### config.mk
export PLATFORM = sky130hd
export DESIGN_NAME = sprdma
export DESIGN_NICKNAME = d
export VERILOG_FILES = /design/src/rtl/sprdma.sv
export SDC_FILE = /design/constraint.sdc
export NUM_CORES = 1
export LEC_CHECK = 0
export CAP_MARGIN = 30
export CELL_PAD_IN_SITES_DETAIL_PLACEMENT = 0
export CELL_PAD_IN_SITES_GLOBAL_PLACEMENT = 1
export CORE_UTILIZATION = 34
export DETAILED_ROUTE_END_ITERATION = 10
export GPL_TIMING_DRIVEN = 0
export PLACE_DENSITY_LB_ADDON = 0.1
export SETUP_SLACK_MARGIN = 0.3
export SLEW_MARGIN = 20
export SYNTH_ARGS = -nofsm -noshare
export SYNTH_HDL_FRONTEND = slang
export SYNTH_SLANG_ARGS = --single-unit
### constraint.sdc
create_clock -name clk -period 2.4 [get_ports clk]
set_input_delay 0.48 -clock clk [delete_from_list [all_inputs] [get_ports clk]]
set_output_delay 0.48 -clock clk [all_outputs]
set_load 0.005 [all_outputs]
### src/rtl/sprdma.sv
// Sprite DMA: on a CPU write to TRIG_ADDR, stalls the CPU and copies page
// {page,00..FF} byte by byte into OAM_ADDR via RD / LATCH / WR bus cycles.
module sprdma #(
    parameter logic [15:0] TRIG_ADDR = 16'h4014,
    parameter logic [15:0] OAM_ADDR  = 16'h2004
) (
    input  logic        clk,
    input  logic        nres,
    input  logic        en,
    input  logic [15:0] snoop_a,
    input  logic        snoop_r_nw,
    input  logic [7:0]  snoop_d,
    input  logic [7:0]  rd_d,
    output logic        active,
    output logic [15:0] dma_a,
    output logic        dma_r_nw,
    output logic [7:0]  dma_d
);

    typedef enum logic [1:0] {IDLE, RD, LATCH, WR} state_t;

    state_t     state, nstate;
    logic [7:0] page, npage;
    logic [7:0] idx, nidx;
    logic [7:0] data, ndata;
    logic       prev_hit;
    logic       hit;

    assign hit = (snoop_a == TRIG_ADDR) && !snoop_r_nw && en;

    always_comb begin
        nstate = state;
        npage  = page;
        nidx   = idx;
        ndata  = data;
        case (state)
            IDLE: if (hit && !prev_hit) begin
                nstate = RD;
                npage  = snoop_d;
                nidx   = 8'h00;
            end
            RD: if (en) nstate = LATCH;
            // A read completed while the debugger owned the bus is garbage,
            // so a freeze in LATCH falls back to RD and repeats the read.
            LATCH: if (en) begin
                nstate = WR;
                ndata  = rd_d;
            end else begin
                nstate = RD;
            end
            WR: if (en) begin
                if (idx == 8'hFF) begin
                    nstate = IDLE;
                end else begin
                    nstate = RD;
                    nidx   = 8'(idx + 8'd1);
                end
            end
            default: nstate = IDLE;
        endcase
    end

    // Bus outputs are registered from the next-state values, so nothing
    // combinational reaches the pins; a freeze blocks writes from the next cycle.
    always_ff @(posedge clk or negedge nres) begin
        if (!nres) begin
            state    <= IDLE;
            page     <= 8'h00;
            idx      <= 8'h00;
            data     <= 8'h00;
            prev_hit <= 1'b0;
            active   <= 1'b0;
            dma_a    <= 16'h0000;
            dma_r_nw <= 1'b1;
            dma_d    <= 8'h00;
        end else begin
            state    <= nstate;
            page     <= npage;
            idx      <= nidx;
            data     <= ndata;
            prev_hit <= hit;
            active   <= (nstate != IDLE);
            dma_r_nw <= !((nstate == WR) && en);
            dma_d    <= (nstate == WR) ? ndata : 8'h00;
            case (nstate)
                RD, LATCH: dma_a <= {npage, nidx};
                WR:        dma_a <= OAM_ADDR;
                default:   dma_a <= 16'h0000;
            endcase
        end
    end

endmodule

==> flow_summary.json, run 1 <==
{
  "drt_pre_antenna_iters": 4,
  "cts.clk_slew.worst_paths_ns": 0.10,
  "routed-wl-met2_um": 2980,
  "clk_latency_ns": 0.31,
  "die_h_um": 86.1,
  "worstPathArrival_ns": 2.61,
  "crit_fanout": 10,
  "cts_buffers": 5,
  "yosysTopAreaCell": "dfrtp_1",
  "yosysMostFrequentCell": "dfrtp_1",
  "place_ws_ns": -1.31,
  "critPathSlowestCell": "clkbuf_1",
  "hp-class": "in2async",
  "syn-num-nets": 257,
  "place_congestion": 0.789,
  "antenna_found_initial": 0,
  "grt_pass1_vias": 1926,
  "dr_wl_met3_um": 252,
  "synth_commonest_cells": "dfrtp_1, nand2_1, a21oi_1, mux2_2, o21ai_0",
  "ys_ff_latch": 53,
  "vias_per_cell": 5.01,
  "placed_area_um2": 3200,
  "io_buffers": 61,
  "die-area_um2": 7410,
  "critPathRequiredTime_ns": 2.60,
  "nets": 347,
  "rr_startpoint": "state[0]$_DFF_PN0_",
  "period_share_pct": 100,
  "cp-start-kind": "input pin",
  "diodes": 0,
  "finClkSkew_ns": 0.00762,
  "dieWidth_um": 86.1,
  "syn-mean-instance-area_um2": 11.3,
  "vias": 2005,
  "grt_use_total_pct": 17.1,
  "drt_iter0_drc": 106,
  "io_pins": 62,
  "slew_headroom_pct": 55.5,
  "fin_crit_ns": 2.40,
  "yosys.area.top_type_share_pct": 54.1,
  "netlist_area_um2": 2400,
  "met1_length_um": 2770,
  "grt_pass1_wl_um": 9680,
  "power_density_nw_per_um2": 1200,
  "ctsHoldBuffers": 0,
  "core_area_um2": 6830,
  "synth_edf_count": 0,
  "grt-ovfl-total": 0,
  "timing.rr.end": "dma_a[13]$_DFF_PN0_",
  "critPathCaptureType": "register",
  "hpwl_um": 3950,
  "wirelength_um": 6140,
  "worst_pin_slew_ns": 0.668,
  "r2r_cells": 10,
  "drc": 0,
  "critPathLaunch": "en",
  "fin_setup_tns_ns": -0.00431,
  "drtAntennaViolNets": 0,
  "htree_levels": 2,
  "syn_to_final_growth_pct": 54.8,
  "cts_root_buf": "clkbuf_8",
  "p_leak_uw": 0.00163,
  "syn_inst": 213,
  "placementRows": 30,
  "synthArstFlopShare_pct": 100,
  "clkSinkCount": 53,
  "final_layout_size_suffix_gt1_share_pct": 38.2,
  "cpPeakStageDelay_ns": 0.49,
  "final_area_um2": 3720,
  "wire_per_inst_um": 15.4,
  "fin_ws_ns": -0.00431,
  "whs_ns": 0.209,
  "top_layer_used": "met4",
  "rsz0062_at_grt": "yes",
  "yosysSeqAreaShare_pct": 55.2,
  "max_clock_freq_mhz": 416,
  "vdd_drop_max_uv": 753,
  "start_util_pct": 35.2,
  "synth-main-ff-cell": "dfrtp_1",
  "synth.area.top_cells": "dfrtp_1, mux2_2, ha_1",
  "path_class": "in2reg",
  "outcome": "finished, violations left",
  "hold_violations": 0,
  "setup_viol_count_final": 1,
  "cts_buffer_depth": 2,
  "crit_chain": "buf_2, clkbuf_1, o211ai_1, a32o_2, ha_4, inv_4, nor2_4, nand2_2, o311ai_2",
  "drv_slew": 0,
  "ys_warn_count": 0,
  "failed_checks": "setup timing",
  "grt_max_degree": 54,
  "r2r_slack_ns": 0.06,
  "synth_cell_types": 50,
  "tritoncts": "built",
  "drv_cap": 0
}
-- cells by family (layout without fill, tap and decap cells) --
logic type / count (synthesis) / in the layout / share of synthesized area, %
XOR/XNOR: 1 / 1 / 0.364
flip-flops: 53 / 53 / 55.2
AND/OR/NAND/NOR: 67 / 67 / 15.9
multiplexers: 12 / 12 / 5.62
buffers and inverters: 17 / 108 / 2.71
AO/OA/AOI/OAI: 55 / 55 / 16.1
adder cells (fa/ha/maj): 8 / 8 / 4.16
-- routing by layer --
layer / vias to the layer above / GRT usage [%]
met5: - / 0
met4: 0 / 5.15
met3: 13 / 3.66
met2: 60 / 27.9
met1: 964 / 22.7
li1: 968 / -
-- worst max-delay path by stage --
stage | to | slack, ns | cells past startpoint
4_1_cts | dma_a[13]$_DFF_PN0_ | 0.05 | 10
5_1_grt | dma_a[13]$_DFF_PN0_ | -0.05 | 10
6_report | dma_a[13]$_DFF_PN0_ | -0.004 | 9
3_5_place_dp | dma_a[13]$_DFF_PN0_ | -1.31 | 11
3_3_place_gp | dma_a[2]$_DFF_PN0_ | -1.29 | 11
2_1_floorplan | dma_a[13]$_DFF_PN0_ | -0.07 | 9
-- placed cells by master (no fill, tap or decap), types with 6 or more instances in the layout --
master,synthesis,routed
clkdlybuf4s50_1,0,42
buf_4,0,19
dfrtp_1,52,52
and2_1,10,10
clkbuf_8,0,7
o211ai_1,6,6
mux2_2,11,11
a21oi_1,12,6
nand2_1,21,15
nand4_1,9,9
buf_2,1,8
-- metrics by stage --
| stage | power, uW | util [%] | std cells |
|---|---|---|---|
| 2_1_floorplan | 2280 | - | 213 |
| 6_report | 4460 | 54.5 | 400 |
| 3_5_place_dp | 2890 | 46.8 | 370 |
| 5_1_grt | 4730 | 54.5 | 400 |
| 4_1_cts | 4060 | 51.7 | 393 |
| 3_3_place_gp | 2890 | 46.9 | 370 |
-- timing repair --
item,4_1_cts,5_1_grt
endpoints found under the hold margin,0,0
pin swaps,18,14
buffers inserted,14,7
endpoints found under the setup margin,45,26
cloned,1,0
resized for setup,87,40
-- state kept, by name, indices dropped and copies added, names as in the netlist --
name / count
page: 8
dma_a: 16
prev_hit: 1
data: 8
dma_d: 8
idx: 8
state: 2
dma_r_nw: 1
active: 1
-- power breakdown --
group          switching, uW  total (uW)  internal, uW  leakage [uW]
sequential              88.6        1190          1100      0.000708
clock                    301         614           313     0.0000585
combinational           1270        2660          1390      0.000861
-- layout make-up --
class                           count  area [um2]
Clock inverter                      3        43.8
Tap cell                           96         120
Sequential cell                    53        1330
Buffer                              9         110
Inverter                            8        32.5
Fill cell                         628        3110
Clock buffer                        5        68.8
Timing Repair Buffer               83         744
Multi-Input combinational cell    143        1270
-- critical path: cells and delay by family --
kind | cells | cell delay, ns
AND/OR/NAND/NOR | 2 | 0.26
buffers and inverters | 3 | 0.69
adder cells (fa/ha/maj) | 1 | 0.29
AO/OA/AOI/OAI | 3 | 0.88
Power figures use the tool's default switching activity.
==> inputs of run 2 (changes only) <==
CAP_MARGIN = 20   (was 30)
CELL_PAD_IN_SITES_GLOBAL_PLACEMENT = 2   (was 1)
CORE_UTILIZATION = 28   (was 34)
GPL_TIMING_DRIVEN = default   (was 0)
==> run 2 against run 1 <==
Largest power group unchanged. Via count up 1.8%. Critical path type unchanged. Global-route usage down 1.6 points. Register-to-register slack better by 0.11 ns. The flow now finishes without violations. Largest cell class unchanged. Non-clock buffer count up 17. Clock-buffer cell count up 1.
==> flow_summary.json, run 2 (synthesis results as in run 1) <==
{
  "diodes": 0,
  "largest_reg_flops": 16,
  "register_area_um2": 1330,
  "htree_levels": 2,
  "worst_pin_slew_ns": 0.579,
  "start_util_pct": 29.1,
  "drt_iter0_drc": 50,
  "io_pins": 62,
  "clk_latency_ns": 0.31,
  "critPathBufInv": 4,
  "nets": 364,
  "core_area_um2": 8260,
  "wirelength_um": 6250,
  "fin_crit_ns": 2.31,
  "fill_cells": 792,
  "drv_slew": 0,
  "max_clock_freq_mhz": 433,
  "drv_cap": 0,
  "antenna_found_initial": 0,
  "largest_register": "dma_a",
  "layout_commonest_cell": "dfrtp_1",
  "finClkSkew_ns": 0.0115,
  "r2r_cells": 10,
  "power_density_nw_per_um2": 1150,
  "final_area_um2": 3760,
  "die-area_um2": 8960,
  "tritoncts": "built",
  "timing.rr.end": "dma_a[0]$_DFF_PN0_",
  "grt-ovfl-total": 0,
  "final_layout_size_suffix_gt1_share_pct": 35.8,
  "wire_per_inst_um": 14.7,
  "slew_headroom_pct": 61.4,
  "r2r_slack_ns": 0.17,
  "critPathCaptureType": "register",
  "cp-start-kind": "input pin",
  "layout_common_cells": "dfrtp_1, clkdlybuf4s50_1, buf_4, nand2_1, mux2_2",
  "grt_use_total_pct": 15.5,
  "crit_family": "simple AND/OR/NAND/NOR gates",
  "drt_pre_antenna_iters": 4,
  "setup_viol_count_final": 0,
  "cpMostUsedCell": "buf_6",
  "path_class": "in2reg",
  "crit_chain": "buf_6, or4_4, nor3_4, buf_4, a21o_1, a221o_1, ha_4, inv_4, nor2_4, buf_6, a32o_2",
  "vias": 2041,
  "io_buffers": 61,
  "hp-class": "in2async",
  "critPathSlowestCell": "or4_4",
  "drtAntennaViolNets": 0,
  "critPathRequiredTime_ns": 2.59,
  "clkSinkCount": 53,
  "grt_pass1_vias": 2140,
  "drc": 0,
  "cpPeakStageDelay_ns": 0.55,
  "cts.clk_slew.worst_paths_ns": 0.10,
  "hpwl_um": 4620,
  "outcome": "finished clean",
  "hold_violations": 0,
  "multi_input_comb_area_um2": 1170,
  "syn_to_final_growth_pct": 56.2,
  "ctsHoldBuffers": 0,
  "cts_root_buf": "clkbuf_8",
  "cts_buffers": 5,
  "place_congestion": 0.749,
  "period_share_pct": 96.2,
  "vdd_drop_max_uv": 565,
  "dieWidth_um": 94.7,
  "vias_per_cell": 4.79,
  "rsz0062_at_grt": "yes",
  "crit_fanout": 5,
  "placementRows": 33,
  "p_leak_uw": 0.00169,
  "rr_startpoint": "state[1]$_DFF_PN0_",
  "fin_setup_tns_ns": 0,
  "worstPathArrival_ns": 2.50,
  "grt_pass1_wl_um": 10600,
  "cts_buffer_depth": 2,
  "die_h_um": 94.7,
  "placed_area_um2": 3440,
  "grt_max_degree": 31
}
-- run 2: cell count changes in the layout (fill, tap and decap cells not counted), moves of 3 or more --
cell | before | now
buf_4 | 19 | 41
buf_8 | 4 | 0
buf_12 | 0 | 3
ha_1 | 2 | 5
ha_2 | 5 | 2
nand2_1 | 15 | 18
o21ai_1 | 1 | 4
o21ai_4 | 4 | 1
-- run 2: what timing repair did --
item,4_1_cts,5_1_grt
setup buffers,8,7
gates resized for setup,64,19
endpoints found under the setup margin,42,26
pin swaps,19,14
-- run 2: area by class of cell --
class | count | area share [%]
Inverter | 8 | 0.866
Sequential cell | 53 | 35.3
Tap cell | 105 | 3.50
Timing Repair Buffer | 109 | 26.1
Clock buffer | 6 | 1.93
Clock inverter | 2 | 1.03
Multi-Input combinational cell | 143 | 31.2
-- run 2: layer usage --
layer,wire (um),vias to the layer above,global-route usage [%]
li1,-,998,-
met1,2740,987,19.3
met2,3140,49,27.0
met3,290,7,3.30
met4,81,0,3.79
met5,0,-,0
-- run 2: worst max path at each step --
stage	from	endpoint	slack [ns]	depth (start not counted)
2_1_floorplan	snoop_a[7]	dma_a[13]$_DFF_PN0_	-0.07	9
3_3_place_gp	snoop_a[4]	dma_a[2]$_DFF_PN0_	-0.55	11
3_5_place_dp	en	dma_a[2]$_DFF_PN0_	-0.58	10
4_1_cts	snoop_a[12]	dma_a[13]$_DFF_PN0_	0.10	10
5_1_grt	snoop_a[8]	dma_a[0]$_DFF_PN0_	0.02	11
6_report	snoop_a[8]	dma_a[0]$_DFF_PN0_	0.09	11
-- run 2: metrics by stage --
| stage | util (%) | std cells | worst slack [ns] | total power [uW] | hold WS, ns |
|---|---|---|---|---|---|
| 2_1_floorplan | - | 213 | -0.0689 | 2280 | 0.184 |
| 3_3_place_gp | 41.6 | 403 | -0.554 | 3120 | 0.473 |
| 3_5_place_dp | 41.6 | 403 | -0.575 | 3120 | 0.477 |
| 4_1_cts | 44.3 | 419 | 0.100 | 4130 | 0.176 |
| 5_1_grt | 45.5 | 426 | 0.0156 | 4650 | 0.203 |
| 6_report | 45.5 | 426 | 0.0905 | 4340 | 0.160 |
-- run 2: power by group --
group          internal (uW)  total [uW]  switching [uW]
Combinational           1390        2540            1160
Clock                    314         610             297
Sequential              1100        1180            80.2
Total                   2800        4340            1530
==> inputs of run 3 (changes only) <==
ABC_AREA = 1   (was default)
CORE_UTILIZATION = 26   (was 28)
GPL_TIMING_DRIVEN = 0   (was default)
==> run 3 against run 2 <==
Global-route usage fell by 3.1 points. Via count rose by 0.39%. Cell count rose by 17%. Clock-buffer cell count rose by 1. Total power fell by 11%. First-iteration DRC count fell by 18%. Critical path depth rose by 2. Wire length fell by 2.9%. Sequential share of layout area rose by 0.42 points. Maximum frequency rose by 12%.
==> flow_summary.json, run 3 <==
{
  "synth-main-ff-cell": "dfrtp_1",
  "hpwl_um": 4150,
  "layout_commonest_cell": "nand2_1",
  "drtAntennaViolNets": 0,
  "htree_levels": 2,
  "r2r_slack_ns": 0.34,
  "critPathCaptureType": "register",
  "largest_reg_flops": 16,
  "antenna_found_initial": 0,
  "cts_buffers": 5,
  "wire_per_inst_um": 12.1,
  "synth_commonest_cells": "nand2_1, inv_1, dfrtp_1, nor2_1, nand3_1",
  "drt_pre_antenna_iters": 4,
  "cts_buffer_depth": 2,
  "netlist_area_um2": 2500,
  "grt_max_degree": 54,
  "crit_fanout": 6,
  "drc": 0,
  "fill_cells": 1019,
  "yosysSeqAreaShare_pct": 53.1,
  "cts.clk_slew.worst_paths_ns": 0.10,
  "r2r_cells": 13,
  "finClkSkew_ns": 0.00628,
  "path_class": "in2reg",
  "layout_common_cells": "nand2_1, inv_1, dfrtp_1, clkdlybuf4s50_1, nor2_1",
  "utilization_pct": 40.1,
  "syn_inst": 287,
  "rr_startpoint": "idx[0]$_DFF_PN0_",
  "setup_viol_count_final": 0,
  "die-area_um2": 10000,
  "die_h_um": 100,
  "wirelength_um": 6060,
  "hold_violations": 0,
  "drt_iter0_drc": 41,
  "slew_headroom_pct": 54.3,
  "syn_to_final_growth_pct": 48.8,
  "yosysMostFrequentCell": "nand2_1",
  "syn-mean-instance-area_um2": 8.71,
  "vias": 2049,
  "diodes": 0,
  "drv_cap": 0,
  "cts_root_buf": "clkbuf_8",
  "cp-start-kind": "input pin",
  "p_leak_uw": 0.00193,
  "grt_use_total_pct": 12.3,
  "max_clock_freq_mhz": 483,
  "timing.rr.end": "dma_a[0]$_DFF_PN0_",
  "fin_crit_ns": 2.07,
  "tritoncts": "built",
  "yosysTopAreaCell": "dfrtp_1",
  "vias_per_cell": 4.10,
  "grt-ovfl-total": 0,
  "ys_warn_count": 0,
  "syn-num-nets": 331,
  "synth_edf_count": 0,
  "clk_latency_ns": 0.30,
  "routed-wl-met2_um": 3000,
  "synth_cell_types": 30,
  "synth.area.top_cells": "dfrtp_1, nand2_1, inv_1",
  "worstPathArrival_ns": 2.31,
  "vdd_drop_max_uv": 449,
  "io_buffers": 61,
  "drv_slew": 0,
  "met1_length_um": 2820,
  "rsz0062_at_grt": "yes",
  "core_area_um2": 9280,
  "grt_pass1_wl_um": 9540,
  "hp-class": "in2async",
  "clkSinkCount": 53,
  "top_layer_used": "met4",
  "start_util_pct": 26.9,
  "final_layout_size_suffix_gt1_share_pct": 22.4,
  "worst_pin_slew_ns": 0.685,
  "ys_ff_latch": 53,
  "io_pins": 62,
  "placementRows": 35,
  "dieWidth_um": 100,
  "dr_wl_met3_um": 212,
  "outcome": "finished clean",
  "power_density_nw_per_um2": 1040,
  "synthArstFlopShare_pct": 100,
  "critPathRequiredTime_ns": 2.64,
  "yosys.area.top_type_share_pct": 52.1,
  "place_congestion": 0.803,
  "grt_pass1_vias": 1952,
  "largest_register": "dma_a",
  "nets": 414,
  "whs_ns": 0.212,
  "period_share_pct": 86.3
}
run 3: cell types whose count changed in the layout (fill, tap and decap cells not counted), sizes merged, moves of 4 or more:
cell	previous run	this run
and2	10	1
mux2	12	0
buf	56	17
nand2	21	66
a31oi	5	0
nand4	9	1
inv	8	61
nand3	1	20
nor2	6	33
a21oi	12	6
clkdlybuf4s15	5	0
or4	4	0
o21ai	12	19
dlymetal6s2s	0	14
run 3: cell type report:
class	count	area, um2	share of cell area (%)
Buffer	4	60.1	1.61
Inverter	62	243	6.53
Tap cell	129	161	4.34
Sequential cell	53	1330	35.8
Timing Repair Buffer	76	761	20.5
Multi-Input combinational cell	168	1050	28.2
Clock buffer	7	86.3	2.32
Clock inverter	1	30.0	0.807
run 3: repair_timing:
item                       in CTS  in global routing
hold buffers                    0                  0
pin swaps                       7                 17
buffers inserted                8                  6
cloned                          1                  0
setup endpoints to repair      23                 21
gates resized for setup        23                 40
run 3: cell families (layout without fill, tap and decap cells):
| kind of cell | after synthesis | count (layout) | synth area share (%) |
|---|---|---|---|
| compound gates | 30 | 30 | 7.61 |
| xor+xnor | 2 | 2 | 0.701 |
| fa+ha+maj | 8 | 8 | 4.00 |
| buf+inv | 66 | 150 | 10.6 |
| flops | 53 | 53 | 53.1 |
| simple gates | 128 | 128 | 24.0 |
run 3: through the flow:
stage / cell area [um2] / std cells / TNS [ns] / setup WS (ns) / power [uW]
after floorplan: 2500 / 287 / 0 / 0.325 / 2030
after global placement: 3280 / 477 / -57.63 / -0.924 / 2630
after detailed placement: 3270 / 477 / -7.95 / -0.540 / 2620
after CTS: 3530 / 494 / 0 / 0.285 / 3650
after global routing: 3720 / 500 / 0 / 0.241 / 4130
final: 3720 / 500 / 0 / 0.330 / 3860
run 3: critical path, cell delays in order:
cell and delay (ns):
clkdlybuf4s50_1 0.48, nor2_1 0.05, and2_4 0.14, nand4_4 0.10
nand2_2 0.05, nand2_1 0.06, nand3_2 0.11, ha_4 0.30
inv_4 0.03, nor2_4 0.11, clkinv_4 0.11, clkbuf_16 0.18
nor2_2 0.10
run 3: layer usage:
metal	vias to the layer above	global-route usage [%]
li1	1040	-
met1	975	16.2
met2	32	20.5
met5	-	0
met4	0	3.34
met3	2	2.65
run 3: worst max path at each step:
| stage | from | endpoint | slack (ns) | depth (start not counted) |
|---|---|---|---|---|
| 3_3_place_gp | nres | idx[4]$_DFF_PN0_ | -0.92 | 1 |
| 2_1_floorplan | idx[0]$_DFF_PN0_ | dma_a[0]$_DFF_PN0_ | 0.32 | 13 |
| 4_1_cts | snoop_a[6] | dma_a[7]$_DFF_PN0_ | 0.28 | 13 |
| 5_1_grt | snoop_a[13] | dma_a[0]$_DFF_PN0_ | 0.24 | 13 |
| 6_report | snoop_a[13] | dma_a[0]$_DFF_PN0_ | 0.33 | 13 |
| 3_5_place_dp | en | dma_a[0]$_DFF_PN0_ | -0.54 | 12 |
run 3: power by group:
| part | leakage [uW] | switching [uW] | internal [uW] |
|---|---|---|---|
| sequential | 0.000694 | 107 | 1120 |
| combinational | 0.00118 | 1070 | 912 |
| clock | 0.0000585 | 312 | 341 |
